### config.mk
export PLATFORM = sky130hd
export DESIGN_NAME = sound_sequencer
export DESIGN_NICKNAME = d
export VERILOG_FILES = /design/src/rtl/sound_sequencer.sv
export SDC_FILE = /design/constraint.sdc
export NUM_CORES = 1
export LEC_CHECK = 0
export BUFFER_PORTS_ARGS = -buffer_cell sky130_fd_sc_hd__buf_2
export CORE_ASPECT_RATIO = 0.75
export CORE_MARGIN = 10
export CORE_UTILIZATION = 54
export CTS_BUF_LIST = sky130_fd_sc_hd__clkbuf_4 sky130_fd_sc_hd__clkbuf_8 sky130_fd_sc_hd__clkbuf_16
export CTS_CLUSTER_SIZE = 16
export DETAILED_ROUTE_END_ITERATION = 8
export GPL_TIMING_DRIVEN = 1
export PLACE_DENSITY = 0.75
export SYNTH_ARGS = -nofsm -noshare
export SYNTH_HDL_FRONTEND = slang
export SYNTH_SLANG_ARGS = --single-unit
### constraint.sdc
create_clock -name clk -period 3.1 [get_ports clk]
set_input_delay 0.62 -clock clk [delete_from_list [all_inputs] [get_ports clk]]
set_output_delay 0.62 -clock clk [all_outputs]
set_load 0.01 [all_outputs]
### src/rtl/sound_sequencer.sv
// Game sound sequencer: turns event pulses into short melodies for the tone stage.
// Optional SOUND_PENDING_EN keeps one dropped event and plays it after the current melody.
module sound_sequencer #(
    parameter int unsigned STEP_CYCLES = 10000000,
    parameter int unsigned GAP_CYCLES  = 500000,
    parameter int unsigned CNT_W       = 24
) (
    input  logic        clk,
    input  logic        rst,
    input  logic        ev_press,
    input  logic        ev_score,
    input  logic        ev_win,
    output logic [1:0]  sound_type,
    output logic [18:0] half_period,
    output logic        tone_on,
    output logic        busy,
    output logic        done
);

    localparam logic [CNT_W-1:0] STEP_LAST = CNT_W'(STEP_CYCLES - 1);
    localparam logic [CNT_W-1:0] GAP_LAST  = CNT_W'(GAP_CYCLES - 1);

    typedef enum logic [1:0] {
        IDLE = 2'd0,
        PLAY = 2'd1,
        GAP  = 2'd2
    } state_t;

    state_t           state;
    logic [CNT_W-1:0] cnt;
    logic [1:0]       note_idx;
    logic [1:0]       step_idx;

    logic [1:0] ev_prio;
    logic [1:0] cand;
    logic [1:0] start_mel;
    logic       start_now;
    logic       step_end;
    logic       finishing;

    // Melody ROM, indexed by sound type and note number.
    function automatic logic [18:0] rom_hp(input logic [1:0] mel, input logic [1:0] idx);
        case ({mel, idx})
            4'b01_00: rom_hp = 19'd56818;
            4'b10_00: rom_hp = 19'd113636;
            4'b10_01: rom_hp = 19'd90193;
            4'b10_10: rom_hp = 19'd75843;
            4'b11_00: rom_hp = 19'd95556;
            4'b11_01: rom_hp = 19'd75843;
            4'b11_10: rom_hp = 19'd63776;
            4'b11_11: rom_hp = 19'd47778;
            default:  rom_hp = 19'd0;
        endcase
    endfunction

    // Note length is counted in whole steps so the counter never exceeds STEP_CYCLES.
    function automatic logic [1:0] last_step(input logic [1:0] mel, input logic [1:0] idx);
        last_step = (mel == 2'd3 && idx == 2'd3) ? 2'd3 : 2'd0;
    endfunction

    function automatic logic [1:0] last_note(input logic [1:0] mel);
        case (mel)
            2'd2:    last_note = 2'd2;
            2'd3:    last_note = 2'd3;
            default: last_note = 2'd0;
        endcase
    endfunction

    always_comb begin
        if (ev_win)        ev_prio = 2'd3;
        else if (ev_score) ev_prio = 2'd2;
        else if (ev_press) ev_prio = 2'd1;
        else               ev_prio = 2'd0;
    end

`ifdef SOUND_PENDING_EN
    logic [1:0] pending;
    always_comb cand = (pending > ev_prio) ? pending : ev_prio;
`else
    always_comb cand = ev_prio;
`endif

    always_comb begin
        // NOTE: every combinational output gets a value on every path so no latch is inferred.
        step_end  = (cnt == STEP_LAST) && (step_idx == last_step(sound_type, note_idx));
        finishing = (state == PLAY) && step_end && (note_idx == last_note(sound_type));
        if (state == IDLE) begin
            start_now = (cand != 2'd0);
            start_mel = cand;
        end else begin
            // Higher priority pre-empts; any event at natural completion starts as if idle.
            start_now = (ev_prio > sound_type) || (finishing && ev_prio != 2'd0);
            start_mel = ev_prio;
        end
    end

    always_ff @(posedge clk or posedge rst) begin
        if (rst) begin
            state       <= IDLE;
            cnt         <= '0;
            note_idx    <= 2'd0;
            step_idx    <= 2'd0;
            sound_type  <= 2'd0;
            half_period <= 19'd0;
            tone_on     <= 1'b0;
            busy        <= 1'b0;
            done        <= 1'b0;
`ifdef SOUND_PENDING_EN
            pending     <= 2'd0;
`endif
        end else begin
            // NOTE: state registers use non-blocking assignments so all updates see pre-edge values.
            done <= finishing;
            if (start_now) begin
                state       <= PLAY;
                cnt         <= '0;
                note_idx    <= 2'd0;
                step_idx    <= 2'd0;
                sound_type  <= start_mel;
                half_period <= rom_hp(start_mel, 2'd0);
                tone_on     <= 1'b1;
                busy        <= 1'b1;
            end else begin
                case (state)
                    PLAY: begin
                        if (cnt == STEP_LAST) begin
                            cnt <= '0;
                            if (!step_end) begin
                                step_idx <= step_idx + 2'd1;
                            end else if (!finishing) begin
                                state    <= GAP;
                                tone_on  <= 1'b0;
                                note_idx <= note_idx + 2'd1;
                                step_idx <= 2'd0;
                            end else begin
                                state       <= IDLE;
                                note_idx    <= 2'd0;
                                step_idx    <= 2'd0;
                                sound_type  <= 2'd0;
                                half_period <= 19'd0;
                                tone_on     <= 1'b0;
                                busy        <= 1'b0;
                            end
                        end else begin
                            cnt <= cnt + CNT_W'(1);
                        end
                    end
                    GAP: begin
                        if (cnt == GAP_LAST) begin
                            cnt         <= '0;
                            state       <= PLAY;
                            tone_on     <= 1'b1;
                            half_period <= rom_hp(sound_type, note_idx);
                        end else begin
                            cnt <= cnt + CNT_W'(1);
                        end
                    end
                    default: ;
                endcase
            end
`ifdef SOUND_PENDING_EN
            // Pending starts only from IDLE; dropped events while busy keep the highest one.
            if (state == IDLE && start_now && start_mel == pending) begin
                pending <= 2'd0;
            end else if (state != IDLE && ev_prio != 2'd0 && ev_prio <= sound_type &&
                         !finishing && ev_prio > pending) begin
                pending <= ev_prio;
            end
`endif
        end
    end

endmodule
==> flow_summary.yaml <==
floorplanning:
  fp.dieArea_um2: 9018
  initial_utilization: 0.5615
  die_w_um: 106.4
  fp.dieH_um: 84.78
  num_io_pins: 29
  fp.coreArea_um2: 5381
  rows: 23
route:
  routed_wl_mm: 6.960
  vias_per_cell: 5.786
  detail_route.wl_per_cell_um: 15.68
  dr.pass1.iters: 5
  antenna_left: 0
  remaining_drc_errors: 0
  dr_total_vias: 2569
  drtIter0Drc: 271
sta:
  drv_slew: 0
  max_slew_margin: 0.3614
  fin_tns_setup_ns: 0
  setup_viol: 0
  skew_ns: 0.008459
  tightest_slew_ns: 0.9506
  rsz0062_at_grt: "false"
  fmax_ghz: 0.3457
  finalCriticalPeriod_ns: 2.893
  hold_viol_final: 0
  timing.final.ws_setup_ns: 0.2073
  fin_crit_sh: 0.9331
placement:
  dpl-instance-area_um2: 3217
  io_buffers: 25
  place_ws_ns: -0.05977
  dpl.hpwl_mm: 5.268
  place.gp.congestion: 0.9518
logic_synthesis:
  ys_seq_area_frac: 0.4058
  synthFlopType: "dfrtp_1"
  synth_edf_count: 0
  yosysUniqueCellTypes: 56
  yosys.area.top_type: "dfrtp_1"
  synth_area_um2: 3022
  synthTopCellsByArea: "dfrtp_1, ha_1, nor2_1"
  yosysTopAreaCellShare: 0.4058
  synth_seq_cells: 49
  syn_inst: 342
  async_reset_ff_frac: 1.000
  yosys_warnings: 0
  syn_area_per_cell_um2: 8.835
power:
  power.total_mw: 2.731
  power.density_nw_per_um2: 820.7
  p_sw_frac: 0.4471
  vdd_drop_max_mv: 0.5169
  p_sw_mw: 1.221
  pwr-share-clk: 0.151
  power_frac_comb: 0.512
  p_leak_nw: 1.506
  p_int_mw: 1.510
  seqPwrFrac: 0.337
clock_network:
  clock_path_buffers: 2
  cts_buffers: 5
  cts_setup_buffers: 0
  path_clk_slew_ns: 0.09
  cts_sinks: 49
  clk_root_buffer_cell: "clkbuf_8"
  clock_latency_ns: 0.31
  htreeDepth: 2
  tritoncts: "built"
final_layout:
  diodes: 0
  syn2layout_area_growth_pct: 10.10
  drive_gt1_frac: 0.1518
  nFillCells: 482
  fin_area_um2: 3327
  final_common_cell: "dfrtp_1"
  utilization: 0.6182
  layout.nets: 386
  layout_common_cells: "dfrtp_1, nor2_1, nand2_1, buf_2, nand3_1"
worst_setup_path:
  crit_path_max_incr_delay_ns: 0.81
  critPathTopFamily: "simple AND/OR/NAND/NOR gates"
  critical_path.max_fanout: 11
  cp_slowest_cell: "nor3_1"
  path_class: "flip-flop to flip-flop"
  cp_cell_sequence: "inv_1 -> ha_1 -> nor2b_1 -> o311ai_1 -> nor3_1 -> nand3_1 -> xor2_1 -> nor2_1"
  cp_num_buf_inv: 1
  cp_data_arrival_time_ns: 3.07
  cp.required_ns: 3.28
  worst_setup_path_end_kind: "flip-flop"
  cp-start-kind: "flip-flop"
grt:
  grt_pass1_vias: 2410
  grt_use_total: 0.1602
  grt_max_degree: 29
  antenna_found_initial: 0
  grt_pass1_wl_mm: 11.96
  overflow: 0
hold_path:
  min_path_type: "input port to asynchronous set/reset pin"
run:
  maxCapViolations: 0
run_status:
  status: "completed"
layout make-up:
class | instances | area [µm²] | area share
inverter | 16 | 60.06 | 0.01805
sequential | 49 | 1226 | 0.3686
timing repair buffer | 36 | 207.7 | 0.06243
tap | 75 | 93.84 | 0.02821
clock inverter | 1 | 5.005 | 0.001504
clock buffer | 7 | 96.34 | 0.02896
multi-input combinational | 260 | 1638 | 0.4923
metrics by stage:
stage	hold slack [ns]	std cells
finish	0.3454	444
global placement	0.4565	436
detailed placement	0.4745	436
CTS	0.3555	444
global route	0.3851	444
floorplan	0.4887	344
final timing paths:
kind	startpoint	end	slack [ns]	depth (start not counted)
max	sound_type[1]	cnt[10]	0.21	8
min	rst	cnt[4]	0.35	2
max reg2reg	sound_type[1]	cnt[10]	0.21	8
min reg2reg	half_period[0]	half_period[0]	0.49	1
max in group asynchronous	rst	step_idx[1]	2.02	3
min in group clk	half_period[0]	half_period[0]	0.49	1
layer usage:
| metal | global-route usage | wire length (µm) | up-vias |
|---|---|---|---|
| met5 | 0 | 0 | - |
| met4 | 0.05153 | 72 | 0 |
| li1 | - | - | 1246 |
| met3 | 0.05344 | 676 | 8 |
| met1 | 0.2355 | 3388 | 1216 |
| met2 | 0.2113 | 2822 | 99 |
Yosys cell counts, drive strengths merged (4+ instances only):
cell / instances
xor2: 17
nor2b: 7
a31oi: 12
nor2: 44
nand2b: 6
ha: 13
clkbuf: 7
dfrtp: 49
nor3: 8
nand3: 22
mux2i: 4
inv: 16
and3: 6
nand2: 32
nand4: 7
o21ai: 12
a21o: 4
buf: 12
a21oi: 17
kinds of logic (layout without fill, tap and decap cells):
kind of cell | Yosys count | count (layout) | synth area share
and+or+nand+nor | 155 | 155 | 0.2679
muxes | 5 | 5 | 0.01698
adders and majority gates | 13 | 13 | 0.05383
buffers and inverters | 35 | 60 | 0.05756
AOI/OAI and AO/OA | 66 | 66 | 0.1445
xor gates and xnor gates | 18 | 18 | 0.05217
other | 1 | 3 | 0.001241
DFF | 49 | 49 | 0.4058
what timing repair did:
action | 4_1_cts | 5_1_grt
resized for setup | 0 | 3
setup endpoints to repair | 0 | 10
hold buffers | 0 | 0
sequential cells by signal, summed over array words and instances (netlist names):
signal,cells
cnt,24
half_period,15
note_idx,2
sound_type,2
state,2
step_idx,2
busy,1
done,1
power groups by stage:
stage | Clock, mW | Sequential (mW) | Combinational, mW
floorplan | 0 | 0.940 | 0.991
global placement | 0 | 0.923 | 1.36
detailed placement | 0 | 0.929 | 1.38
CTS | 0.423 | 0.916 | 1.39
global route | 0.447 | 0.941 | 1.59
finish | 0.413 | 0.920 | 1.40
Power figures use the tool's default switching activity.
